--- config.mk ---
export PLATFORM = sky130hd
export DESIGN_NAME = alu_wb_buffer
export DESIGN_NICKNAME = d
export VERILOG_FILES = /design/src/rtl/alu_wb_buffer.sv
export SDC_FILE = /design/constraint.sdc
export NUM_CORES = 1
export LEC_CHECK = 0
export BUFFER_PORTS_ARGS = -buffer_cell sky130_fd_sc_hd__buf_4
export CORE_ASPECT_RATIO = 0.7
export CORE_MARGIN = 8
export CORE_UTILIZATION = 45
export CTS_BUF_LIST = sky130_fd_sc_hd__clkbuf_8
export DETAILED_ROUTE_END_ITERATION = 6
export PLACE_DENSITY = 0.76
export SLEW_MARGIN = 20
export SYNTH_ARGS = -nofsm -noshare
export SYNTH_HDL_FRONTEND = slang
export SYNTH_SLANG_ARGS = --single-unit
--- constraint.sdc ---
create_clock -name clk -period 2.9 [get_ports clk]
set_input_delay 0.145 -clock clk [delete_from_list [all_inputs] [get_ports clk]]
set_output_delay 0.145 -clock clk [all_outputs]
set_load 0.01 [all_outputs]
--- src/rtl/alu_wb_buffer.sv ---
// rtl/alu_wb_buffer.sv - ALU writeback FIFO draining results into the register-file write port
// Optional feature macro: ALU_WB_FORWARD_EN (forwarding lookup on pending entries)
module alu_wb_buffer #(
    parameter int DEPTH = 4,
    parameter int AW    = 5,
    parameter int CNT_W = 16
) (
    input  logic                     clk,
    input  logic                     rst_n,
    input  logic                     in_valid,
    output logic                     in_ready,
    input  logic [31:0]              in_result,
    input  logic [AW-1:0]            in_rd,
    input  logic [3:0]               in_op,
    output logic                     wb_valid,
    input  logic                     wb_ready,
    output logic [31:0]              wb_data,
    output logic [AW-1:0]            wb_rd,
    output logic                     zero_flag,
    output logic                     neg_flag,
    output logic [CNT_W-1:0]         retire_cnt,
    output logic [$clog2(DEPTH):0]   count
`ifdef ALU_WB_FORWARD_EN
    ,
    input  logic [AW-1:0]            fwd_rd,
    output logic                     fwd_hit,
    output logic [31:0]              fwd_data
`endif
);

    localparam int PW = $clog2(DEPTH);

    logic [31:0]     r_data [DEPTH];
    logic [AW-1:0]   r_rd   [DEPTH];
    logic [3:0]      r_unused_op [DEPTH];
    logic [PW-1:0]   r_wr_ptr;
    logic [PW-1:0]   r_rd_ptr;
    logic [PW:0]     r_count;
    logic            r_init;
    logic            r_zero;
    logic            r_neg;
    logic [CNT_W-1:0] r_retire;

    logic            w_push;
    logic            w_pop;
    logic            w_nonempty;
    logic [31:0]     w_head_data;
    logic [AW-1:0]   w_head_rd;

    // r_init holds in_ready low until the first edge after reset release
    assign in_ready    = r_init && (r_count < (PW+1)'(DEPTH));
    assign w_push      = in_valid && in_ready;
    assign w_nonempty  = (r_count != '0);
    assign w_head_data = r_data[r_rd_ptr];
    assign w_head_rd   = r_rd[r_rd_ptr];
    // rd==0 entries retire silently without a register-file handshake
    assign w_pop       = w_nonempty && ((w_head_rd == '0) || wb_ready);

    assign wb_valid    = w_nonempty && (w_head_rd != '0);
    assign wb_data     = wb_valid ? w_head_data : '0;
    assign wb_rd       = wb_valid ? w_head_rd : '0;
    assign zero_flag   = r_zero;
    assign neg_flag    = r_neg;
    assign retire_cnt  = r_retire;
    assign count       = r_count;

    always_ff @(posedge clk) begin
        if (w_push) begin
            r_data[r_wr_ptr]      <= in_result;
            r_rd[r_wr_ptr]        <= in_rd;
            r_unused_op[r_wr_ptr] <= in_op;
        end
    end

    always_ff @(posedge clk or negedge rst_n) begin
        if (!rst_n) begin
            r_wr_ptr <= '0;
            r_rd_ptr <= '0;
            r_count  <= '0;
            r_init   <= 1'b0;
            r_zero   <= 1'b0;
            r_neg    <= 1'b0;
            r_retire <= '0;
        end else begin
            r_init <= 1'b1;
            if (w_push) begin
                r_wr_ptr <= r_wr_ptr + 1'b1;
            end
            if (w_pop) begin
                r_rd_ptr <= r_rd_ptr + 1'b1;
                r_zero   <= (w_head_data == 32'd0);
                r_neg    <= w_head_data[31];
                r_retire <= r_retire + 1'b1;
            end
            if (w_push && !w_pop) begin
                r_count <= r_count + 1'b1;
            end else if (w_pop && !w_push) begin
                r_count <= r_count - 1'b1;
            end
        end
    end

`ifdef ALU_WB_FORWARD_EN
    // Scan oldest to youngest so the last match wins
    always_comb begin
        fwd_hit  = 1'b0;
        fwd_data = '0;
        for (int i = 0; i < DEPTH; i++) begin
            if (((PW+1)'(i) < r_count) && (fwd_rd != '0) &&
                (r_rd[r_rd_ptr + PW'(i)] == fwd_rd)) begin
                fwd_hit  = 1'b1;
                fwd_data = r_data[r_rd_ptr + PW'(i)];
            end
        end
    end
`endif

endmodule

# Yosys cells after proc, flatten, opt, wreduce, memory -nomap -nowiden
# Memory sizes are Yosys's and may differ from the RTL's.
# Index checks and enable logic that the tools add are counted.
# classes
n_addsub	5
magnitude_cmp	1
n_mux	6
n_reduce_logical	14
# op_table
op	n
$logic_not A32 Y1	1
$mux W32	1
$add A16 B1 Y16 const B	1
$logic_and A1 B1 Y1	6
$mux W3	2
$logic_not A5 Y1	1
$mux W5	1
$reduce_bool A5 Y1	1
$add A2 B1 Y2 const B	2
$add A3 B1 Y3 const B	1
$lt A3 B3 Y1 const B	1
$reduce_bool A3 Y1	1
$sub A3 B1 Y3 const B	1
$logic_not A1 Y1	2
$mux W1	2
$reduce_bool A2 Y1	1
$logic_or A1 B1 Y1	1
# word_totals
reg_bits	26
ram_bits	148
wordCells	35
n_memories	2
# memory_table
name	depth	word_bits	read_ports	rd_ports_with_merged_regs	wr	line	source
r_data	4	32	1	0	1	33	logic [31:0] r_data [DEPTH];
r_rd	4	5	1	0	1	34	logic [AW-1:0] r_rd [DEPTH];

# Depth between registers and ports, before layout
# depth
ltp_word	7
depth_mapped	11
ltp_nobuf	9

# Worst setup path after synthesis
# Ideal clock, no wire load.
# synth_path
kind	reg2reg
from	reg r_rd_ptr[0]
to	reg r_count[1] (netlist: count[1])
arrival_time_ps	2688
slack_ps	87
path_stages_with_launch	10
path_buffers	2
period_less_slack_ps	2813
cell_sequence	dfrtp_1 buf_6 mux4_2 or3_1 a2bb2oi_2 buf_2 ha_1 inv_1 fa_1 mux2_2
# synth_via
elab_chain_len	7
word_cells_on_any_way	9
# synth_lines
element	line	source
start, declared	37	logic [PW-1:0] r_rd_ptr;
start signal, assigned	90	r_rd_ptr <= r_rd_ptr + 1'b1;
$mem_v2 Z4 W5 (*)	n/a	
$logic_not A5 Y1 (*)	57	assign w_pop = w_nonempty && ((w_head_rd == '0) || wb_ready);
$logic_or A1 B1 Y1 (*)	57	
$logic_and A1 B1 Y1 (*)	57	
$logic_not A1 Y1	95	if (w_push && !w_pop) begin
$logic_and A1 B1 Y1	95	
$mux W3 / $reduce_bool A2 Y1 (equally long branches)	n/a	
end signal, assigned	96	r_count <= r_count + 1'b1;
end signal, assigned	98	r_count <= r_count - 1'b1;
end, declared	38	logic [PW:0] r_count;
# Every way passes the cells marked *; elsewhere a longest branch is shown, timed or not.
# A chain may end at the register's enable or synchronous reset.

# Final worst setup path
# layout_path
from	reg r_rd_ptr[0]
to	out wb_data[14]
# layout_via
elab_chain_len	4
word_cells_on_any_way	5
# layout_lines
element	line	source
$mem_v2 Z4 W5	n/a	
$reduce_bool A5 Y1	59	assign wb_valid = w_nonempty && (w_head_rd != '0);
$logic_and A1 B1 Y1	59	
$mux W32 (*)	60	assign wb_data = wb_valid ? w_head_data : '0;
end, declared	17	output logic [31:0] wb_data,
# Marked as above.

==> impl_metrics.ini <==
[critical_path]
critPathArrivalTime_ps = 2580
slowest_stage = mux4_2
crit_family = simple AND/OR/NAND/NOR gates
crit_type = flop to primary output
path_cells = mux4_2 -> or3_1 -> nor3_2 -> nor2_4 -> and2_1 -> buf_4
path_buf_inv = 1
cp.required_ps = 2760
crit_path_start_kind = flop
end_kind = primary output
max_stage_delay_ps = 530
crit_fanout = 33

[clock_network]
clockBufferDepth = 2
clk_latency_ps = 440
clock-sinks = 174
clk_pin_slew_ps = 90
cts-root-buf = clkbuf_8
cts_made_buffers = 17
cts_tree = done
htreeDepth = 4

[yosys]
ys_types = 30
yosysSeqAreaShare_pct = 73.7
synth-edff-count = 148
synth_area_um2 = 6910
synth-seq-cells = 174
synth.avg_cell_area_um2 = 19.4
async_reset_ff_share_pct = 14.9
yosys_warnings = 0
synthCells = 357
synth_flop_cell = edfxtp_1
synth_nets = 409

[layout]
layout-drive-gt1-share_pct = 36.9
area_growth_pct = 26.2
antenna_cells = 0
finalInstanceArea_um2 = 8730
nets = 565
final_util_pct = 57.2

[global_routing]
grt_pass1_wl_mm = 21.9
grt_use_total_pct = 14.6
overflow = 0
grt_max_degree = 38
antenna_found_initial = 0
grt_pass1_vias = 4056

[die]
die-area_um2 = 19700
die_x_um = 164
start_util_pct = 45.3
fp.dieH_um = 120
rows = 38
boundaryPins = 105
core_um2 = 15300

[place]
gp_congestion = 0.761
place_area_um2 = 7950
port_buffers = 100
hpwl_mm = 8.84

[hold_path]
holdCritPathClass = input port to async pin

[sta]
fin_setup_tns_ps = 0
rsz0062_at_grt = no
worst_pin_slew_ps = 653
slew_viol_final = 0
fin_skew_ps = 11.4
setup_viol = 0
slew_headroom_pct = 56.4
hold_violations = 0
post-route-period-util_pct = 94.1
min_period_ps = 2730
max_freq_mhz = 366

[power]
p_int_uw = 5430
power.density_nw_per_um2 = 922
seqPwrFrac_pct = 40.8
pwr-share-clk_pct = 19.9
p_switching_uw = 2610
switching_share_pct = 32.5
p_leak_uw = 0.00309
pwr-share-comb_pct = 39.3
ir_drop_mv = 0.602

[detailed_routing]
wl_met3_um = 777
route.met2.wl_mm = 6.73
highest-signal-layer = met4
drtIter0Drc = 261
drtAntennaViolNets = 0
drc = 0
routed_wl_mm = 13.9
drtPass1Iterations = 4
viasPerCell = 5.10
wl_per_cell_um = 19.1
route.vias.total = 3700
wl_met1_mm = 6.24

[run_status]
run_status = complete, no violations

[flow_run]
maxCapViolCount = 0
==> metrics by stage <==
step	setup WS [ps]	hold WS [ps]	total power [uW]	cells
floorplan	87.4	-151	5110	357
global placement	193	65.1	6420	655
global route	31.1	154	8500	726
detailed placement	165	71.6	6480	655
CTS	35.5	119	8140	725
finish	171	141	8040	726
==> state kept, by name, summed over array words and instances, names as in the netlist <==
name and flops:
r_data 128, r_init 1, count 3, r_rd_ptr 2, r_rd 20, r_wr_ptr 2, neg_flag 1, zero_flag 1
retire_cnt 16
==> synth_stat cells (2+ instances only) <==
master | count | share of area (%)
mux4_2 | 37 | 12
clkbuf_1 | 7 | 0.38
nor2_1 | 7 | 0.38
dfrtp_1 | 26 | 9.4
xor2_1 | 16 | 2.0
and3_1 | 4 | 0.36
nor4_1 | 10 | 0.90
nand4_1 | 3 | 0.27
nand2_1 | 8 | 0.43
nor4_2 | 5 | 0.90
and2_1 | 33 | 3.0
mux2_2 | 2 | 0.33
buf_2 | 3 | 0.22
edfxtp_1 | 148 | 64
or3_1 | 2 | 0.18
nand3_1 | 6 | 0.43
ha_1 | 6 | 1.1
buf_6 | 2 | 0.33
nor3_1 | 6 | 0.43
inv_1 | 7 | 0.38
nor2b_1 | 6 | 0.54
xnor2_1 | 5 | 0.63
==> what timing repair did <==
| action | 4_1_cts | 5_1_grt |
|---|---|---|
| setup endpoints to repair | 32 | 32 |
| hold buffers | 38 | 0 |
| gates resized for setup | 2 | 0 |
| buffers inserted | 0 | 1 |
| hold endpoints to repair | 174 | 0 |
==> cell usage in the layout, fill, tap and decap left out, types with 2 or more instances in the layout <==
cell type	count
edfxtp_1	148
buf_4	111
dlygate4sd3_1	38
mux4_2	37
and2_1	33
dfrtp_1	24
clkbuf_8	17
xor2_1	16
nor4_1	10
nand2_1	8
inv_1	7
nor2b_1	6
nand3_1	6
nor2_1	6
ha_1	6
nor3_1	5
nor4_2	5
xnor2_1	5
and3_2	4
nand4_1	3
clkinvlp_4	3
clkinv_1	3
inv_6	3
clkinv_2	3
or3_1	2
mux2_2	2
bufinv_16	2
dfrtp_2	2
==> metal layers <==
layer | GRT usage (%) | vias up
met2 | 23.7 | 88
met3 | 3.76 | 12
li1 | - | 1706
met4 | 4.76 | 0
met5 | 0 | -
met1 | 19.1 | 1894
==> logic make-up (layout without fill, tap and decap cells) <==
kind of cell,Yosys count,after routing,share of synthesized area (%)
AO/OA/AOI/OAI,3,3,0.398
XOR/XNOR,21,21,2.66
adder cells (fa/ha/maj),7,7,1.38
buffers and inverters,20,189,1.36
flip-flops,174,174,73.7
multiplexers,40,40,12.5
other,1,1,0.0542
AND/OR/NAND/NOR,91,91,7.93
==> power by group through the flow <==
stage / clock [uW] / sequential (uW) / combinational, uW
2_1_floorplan: 0 / 3320 / 1790
3_3_place_gp: 0 / 3330 / 3090
3_5_place_dp: 0 / 3360 / 3130
4_1_cts: 1640 / 3300 / 3200
5_1_grt: 1730 / 3320 / 3440
6_report: 1600 / 3280 / 3160
==> area by class of cell <==
class                   instances  area [um2]
clock buffers                  17         234
flip-flops and latches        174        5100
well taps                     200         250
multi-input cells             163        1740
inverters                       7        26.3
clock inverters                15         144
fillers                      1148        6530
repair buffers                150        1230
==> path summary, 6_finish.rpt <==
| check | startpoint | depth (start not counted) | slack (ps) | to |
|---|---|---|---|---|
| setup / recovery | r_rd_ptr[0] | 6 | 170 | wb_data[14] |
| hold / removal | rst_n | 2 | 140 | retire_cnt[7] |
| setup reg to reg | r_rd_ptr[0] | 8 | 170 | count[1] |
| hold reg to reg | zero_flag | 2 | 500 | zero_flag |
| max in group asynchronous | rst_n | 2 | 2480 | r_rd_ptr[0] |
| min in group clk | in_valid | 3 | 200 | r_wr_ptr[0] |
No activity file was read; power rests on OpenSTA's default activity.
